$ cat src/rtl/dmem_arbiter_pkg.sv
// Shared width and FSM state encoding for the data-memory arbiter.
package dmem_arbiter_pkg;

  localparam int XLEN = 32;

  typedef enum logic [1:0] {
    DMEM_ARB_IDLE   = 2'd0,
    DMEM_ARB_ACCESS = 2'd1,
    DMEM_ARB_RESP   = 2'd2
  } arb_state_t;

endpackage

$ cat src/rtl/dmem_arbiter_rr_arbiter2.sv
// Two-input grant logic. DMEM_ARB_ROUND_ROBIN_EN selects round-robin tie-break
// via the `last` register; otherwise port 0 always wins ties.
module rr_arbiter2 (
  input  logic       clk,
  input  logic       rst,
  input  logic       en,
  input  logic [1:0] req,
  output logic [1:0] gnt
);

`ifdef DMEM_ARB_ROUND_ROBIN_EN
  // last = index of the most recent winner; resets to 1 so port 0 wins the first tie
  logic last;

  always_comb begin
    gnt = 2'b00;
    if (en) begin
      if (req == 2'b11) gnt = last ? 2'b01 : 2'b10;
      else              gnt = req;
    end
  end

  always_ff @(posedge clk) begin
    if (rst)       last <= 1'b1;
    else if (|gnt) last <= gnt[1];
  end
`else
  logic unused_clk_rst;
  assign unused_clk_rst = clk ^ rst;

  always_comb begin
    gnt = 2'b00;
    if (en) gnt = req[0] ? 2'b01 : req;
  end
`endif

endmodule

$ cat src/rtl/dmem_arbiter.sv
// Shares the data memory between the core port (0) and a loader/debug port (1).
// Tie-break policy is set by DMEM_ARB_ROUND_ROBIN_EN inside rr_arbiter2.
// Handshake: a port holds req and fields stable until gnt; the grant takes the
// transaction, memory is accessed the next cycle and rvalid pulses the cycle after.
module dmem_arbiter
  import dmem_arbiter_pkg::*;
(
  input  logic            clk,
  input  logic            rst,
  input  logic            m0_req,
  input  logic            m0_we,
  input  logic [XLEN-1:0] m0_addr,
  input  logic [XLEN-1:0] m0_wdata,
  input  logic            m1_req,
  input  logic            m1_we,
  input  logic [XLEN-1:0] m1_addr,
  input  logic [XLEN-1:0] m1_wdata,
  output logic            m0_gnt,
  output logic            m1_gnt,
  output logic            m0_rvalid,
  output logic            m1_rvalid,
  output logic [XLEN-1:0] m0_rdata,
  output logic [XLEN-1:0] m1_rdata,
  output logic [XLEN-1:0] mem_addr,
  output logic [XLEN-1:0] mem_wdata,
  output logic            mem_we,
  output logic            mem_re,
  input  logic [XLEN-1:0] mem_rdata,
  output logic [1:0]      dbg_state
);

  arb_state_t      state, state_nxt;
  logic [1:0]      gnt;
  logic            arb_en;
  logic            cap_we;
  logic            owner;
  logic [XLEN-1:0] cap_addr;
  logic [XLEN-1:0] cap_wdata;

  // No arbitration while the memory is busy or during reset
  assign arb_en = (state != DMEM_ARB_ACCESS) && !rst;

  rr_arbiter2 u_arb (
    .clk (clk),
    .rst (rst),
    .en  (arb_en),
    .req ({m1_req, m0_req}),
    .gnt (gnt)
  );

  assign m0_gnt    = gnt[0];
  assign m1_gnt    = gnt[1];
  assign dbg_state = state;

  always_ff @(posedge clk) begin
    if (rst) state <= DMEM_ARB_IDLE;
    else     state <= state_nxt;
  end

  always_comb begin
    state_nxt = state;
    case (state)
      DMEM_ARB_IDLE,
      DMEM_ARB_RESP:   state_nxt = (|gnt) ? DMEM_ARB_ACCESS : DMEM_ARB_IDLE;
      DMEM_ARB_ACCESS: state_nxt = DMEM_ARB_RESP;
      default:         state_nxt = DMEM_ARB_IDLE;
    endcase
  end

  always_comb begin
    mem_addr  = '0;
    mem_wdata = '0;
    mem_we    = 1'b0;
    mem_re    = 1'b0;
    m0_rvalid = 1'b0;
    m1_rvalid = 1'b0;
    if (state == DMEM_ARB_ACCESS) begin
      mem_addr  = cap_addr;
      mem_wdata = cap_wdata;
      // reset in the access cycle must not commit a write
      mem_we    = cap_we && !rst;
      mem_re    = !cap_we && !rst;
    end
    if (state == DMEM_ARB_RESP && !rst) begin
      m0_rvalid = !owner;
      m1_rvalid = owner;
    end
  end

  always_ff @(posedge clk) begin
    if (rst) begin
      cap_we    <= 1'b0;
      cap_addr  <= '0;
      cap_wdata <= '0;
      owner     <= 1'b0;
    end else if (|gnt) begin
      cap_we    <= gnt[1] ? m1_we    : m0_we;
      cap_addr  <= gnt[1] ? m1_addr  : m0_addr;
      cap_wdata <= gnt[1] ? m1_wdata : m0_wdata;
      owner     <= gnt[1];
    end
  end

  always_ff @(posedge clk) begin
    if (rst) begin
      m0_rdata <= '0;
      m1_rdata <= '0;
    end else if (state == DMEM_ARB_ACCESS) begin
      if (owner) m1_rdata <= cap_we ? '0 : mem_rdata;
      else       m0_rdata <= cap_we ? '0 : mem_rdata;
    end
  end

endmodule

$ cat config.mk
export PLATFORM = sky130hd
export DESIGN_NAME = dmem_arbiter
export DESIGN_NICKNAME = d
export VERILOG_FILES = /design/src/rtl/dmem_arbiter_pkg.sv /design/src/rtl/dmem_arbiter_rr_arbiter2.sv /design/src/rtl/dmem_arbiter.sv
export SDC_FILE = /design/constraint.sdc
export NUM_CORES = 1
export LEC_CHECK = 0
export CORE_AREA = 2 2 148 150
export DETAILED_ROUTE_END_ITERATION = 8
export DIE_AREA = 0 0 150 152
export HOLD_SLACK_MARGIN = 0.12
export PLACE_DENSITY = 0.61
export SETUP_SLACK_MARGIN = 0.02
export SLEW_MARGIN = 20
export SYNTH_ARGS = -nofsm -noshare
export SYNTH_HDL_FRONTEND = slang
export SYNTH_SLANG_ARGS = --single-unit
$ cat constraint.sdc
create_clock -name clk -period 1.78 [get_ports clk]
set_input_delay 0.356 -clock clk [delete_from_list [all_inputs] [get_ports clk]]
set_output_delay 0.356 -clock clk [all_outputs]
set_load 0.005 [all_outputs]
==> impl_metrics.tcl, run 1 <==
set metrics [dict create \
    status "finished with violations" \
    violations "setup timing" \
    grt_pass1_wl_um 34700 \
    final_common_cell "clkdlybuf4s50_1" \
    fmax_mhz 527 \
    fp-row-count 54 \
    yosysWarnings 0 \
    rr_startpoint "dbg_state[1]$_SDFF_PP0_" \
    synth_seq_cells 132 \
    synth_fp_nets 870 \
    powerDensity_nw_per_um2 848 \
    fill_cells 2045 \
    fin_skew_ns 0.00835 \
    maxSlewViolCount 0 \
    drt-total-wl_um 22500 \
    p_seq_share_pct 35.5 \
    drt-pass1-iter-count 4 \
    hp-start "rst" \
    switching_power_uw 2440 \
    p_int_uw 6650 \
    fin_area_um2 10700 \
    cts.reportedPaths.clkPinSlew_ns 0.06 \
    syn_to_final_growth_pct 83.2 \
    place_congestion 0.803 \
    hold_buffers 0 \
    grt_max_degree 66 \
    tritoncts "built" \
    holdPathStages 4 \
    critical_path_required_ns 1.42 \
    antenna_found_initial 1 \
    min_period_ns 1.90 \
    die_area_um2 22800 \
    path_class "reg -> out" \
    ant_nets 0 \
    grt_usage_pct 19.4 \
    yosysSeqAreaShare_pct 45.1 \
    post_drt_wl_per_cell_um 17.0 \
    ff_latch_area_um2 2650 \
    critPathLaunchType "register" \
    syn-cell-area_um2 5860 \
    insertion_delay_ns 0.42 \
    finalSetupViolations 32 \
    cap_violations 0 \
    reg2reg_to "cap_wdata[28]$_SDFFE_PP0P_" \
    final_cell_mix "clkdlybuf4s50_1, dfxtp_1, nand2_1" \
    ff2ff_path_depth 7 \
    numPortBuffers 301 \
    hpwl_um 14400 \
    die_h_um 152 \
    min_period_over_period_pct 107 \
    synth_cell_types 24 \
    routed_via_density 4.66 \
    combPwrFrac_pct 22.5 \
    busiest_layer "met2" \
    avgSynthCellArea_um2 8.32 \
    hold_end "dbg_state[0]$_SDFF_PP0_" \
    clock-sinks 132 \
    io_pins 302 \
    cp.arrival_ns 1.54 \
    initial_utilization_pct 27.4 \
    multiInputGateArea_um2 3120 \
    layout-drive-gt1-share_pct 28.5 \
    reg2reg_slack_ns 0.11 \
    pwr-share-clk_pct 42.0 \
    globalRouteMet1Util_pct 24.6 \
    die_w_um 150 \
    cts.path.max_buffers 2 \
    drc 0 \
    cts_buffers 17 \
    finalHoldViolCount 0 \
    syn_inst 704 \
    swShare_pct 26.9 \
    initialDrtViolationCount 276 \
    p_leak_uw 0.00408 \
    hold_ws_ns 0.361 \
    grt_util_met3_pct 4.44 \
    relSlewSlack_pct 36.4 \
    layout_setup_ws_ns -0.117 \
    htreeDepth 4 \
    core_um2 21400 \
    placed_cell_area_um2 9290 \
    nets 1196 \
    grt_overflow 0 \
    grtUsageMet2_pct 31.5 \
    vdd_drop_max_mv 0.569 \
    worst_slew_pin_slew_ns 0.954 \
    hp-class "in -> reg" \
    endpoint_kind "output port" \
    grt_pass1_vias 6063 \
    crit_fanout 8 \
    vias 6174 \
    clockRootBuffer "clkbuf_16" \
    rsz0062_at_grt "true" \
]
## Yosys cell counts
master	count	area share [%]
nor2b_1	33	3.5
nor2_1	67	4.3
o21a_1	1	0.13
nand2b_1	2	0.21
o21ai_1	1	0.085
or3b_2	1	0.15
buf_2	11	0.94
dfxtp_1	132	45
a221oi_1	15	2.2
nand2_1	129	8.3
buf_1	6	0.38
nor3_1	4	0.34
inv_1	66	4.2
a221oi_2	50	13
a211oi_1	1	0.13
and3_1	1	0.11
nor3b_2	1	0.21
a21oi_1	65	5.6
and3b_1	1	0.15
o22ai_1	65	6.9
buf_4	2	0.26
nand3b_1	1	0.13
clkbuf_1	44	2.8
buf_6	5	0.96
## per-layer routing
layer	part of all wire (%)	routed length, um
met1	43	9750
met2	49	10900
met3	5.0	1120
met4	3.0	677
met5	0	0
## registers in the layout (all words and copies together) (netlist names)
signal and flops:
cap_wdata 32, cap_we 1, cap_addr 32, m1_rdata 32
owner 1, dbg_state 2, m0_rdata 32
## kinds of logic after synthesis
| kind of cell | synth area share, % |
|---|---|
| AO/OA/AOI/OAI | 27.9 |
| buffers and inverters | 9.59 |
| flip-flops | 45.1 |
| AND/OR/NAND/NOR | 17.4 |
## power groups by stage
stage | Combinational (uW) | Sequential [uW] | Clock [uW]
2_1_floorplan | 799 | 3290 | 0
3_3_place_gp | 1660 | 3280 | 0
3_5_place_dp | 1670 | 3290 | 0
4_1_cts | 1970 | 3230 | 3920
5_1_grt | 2190 | 3250 | 4070
6_report | 2050 | 3230 | 3820
## worst max-delay path by stage
stage,cells after the start,from,end,slack (ns)
after floorplan,5,dbg_state[1]$_SDFF_PP0_,mem_addr[0],0.22
after global placement,4,m0_req,m1_gnt,-0.63
after detailed placement,4,m0_req,m0_gnt,-0.60
after CTS,6,dbg_state[1]$_SDFF_PP0_,mem_wdata[1],-0.16
after global routing,6,dbg_state[1]$_SDFF_PP0_,mem_addr[23],-0.17
final,6,dbg_state[1]$_SDFF_PP0_,mem_wdata[2],-0.12
## per-stage QoR
step / cells / power, uW / setup TNS [ns] / setup slack, ns / util (%)
after floorplan: 704 / 4080 / 0 / 0.215 / -
after global placement: 1254 / 4940 / -28.01 / -0.629 / 43.5
after detailed placement: 1254 / 4960 / -28.61 / -0.596 / 43.5
after CTS: 1323 / 9120 / -4.33 / -0.163 / 49.0
after global routing: 1324 / 9510 / -5.28 / -0.170 / 50.3
final: 1324 / 9100 / -2.84 / -0.117 / 50.3
## timing repair
action                     4_1_cts  5_1_grt
cloned                          11        0
hold endpoints to repair         0        0
resized for setup              380       69
setup buffers                   28        1
setup endpoints to repair       94       68
pin swaps                        6        5
## layout make-up
class / instances / area share [%]
clock inverters: 14 / 1.88
flip-flops and latches: 132 / 24.7
diodes: 1 / 0.0233
inverters: 66 / 2.31
repair buffers: 374 / 34.7
multi-input cells: 439 / 29.1
clock buffers: 18 / 4.09
well taps: 280 / 3.27
## worst max-delay path: stages, from the launching register on
cell,delay [ns]
dfxtp_2,0.34
nand2b_4,0.16
buf_12,0.14
buf_12,0.14
buf_12,0.15
nor2_4,0.09
buf_6,0.10
No activity file was read; power rests on OpenSTA's default activity.
==> inputs of run 2 (changes only) <==
--- a/config.mk
+++ b/config.mk
@@ -11,7 +11,6 @@
 export HOLD_SLACK_MARGIN = 0.12
 export PLACE_DENSITY = 0.61
 export SETUP_SLACK_MARGIN = 0.02
-export SLEW_MARGIN = 20
 export SYNTH_ARGS = -nofsm -noshare
 export SYNTH_HDL_FRONTEND = slang
 export SYNTH_SLANG_ARGS = --single-unit
==> results of run 2 <==
No change in the layout: final DEF, timing and power equal those of run 1.
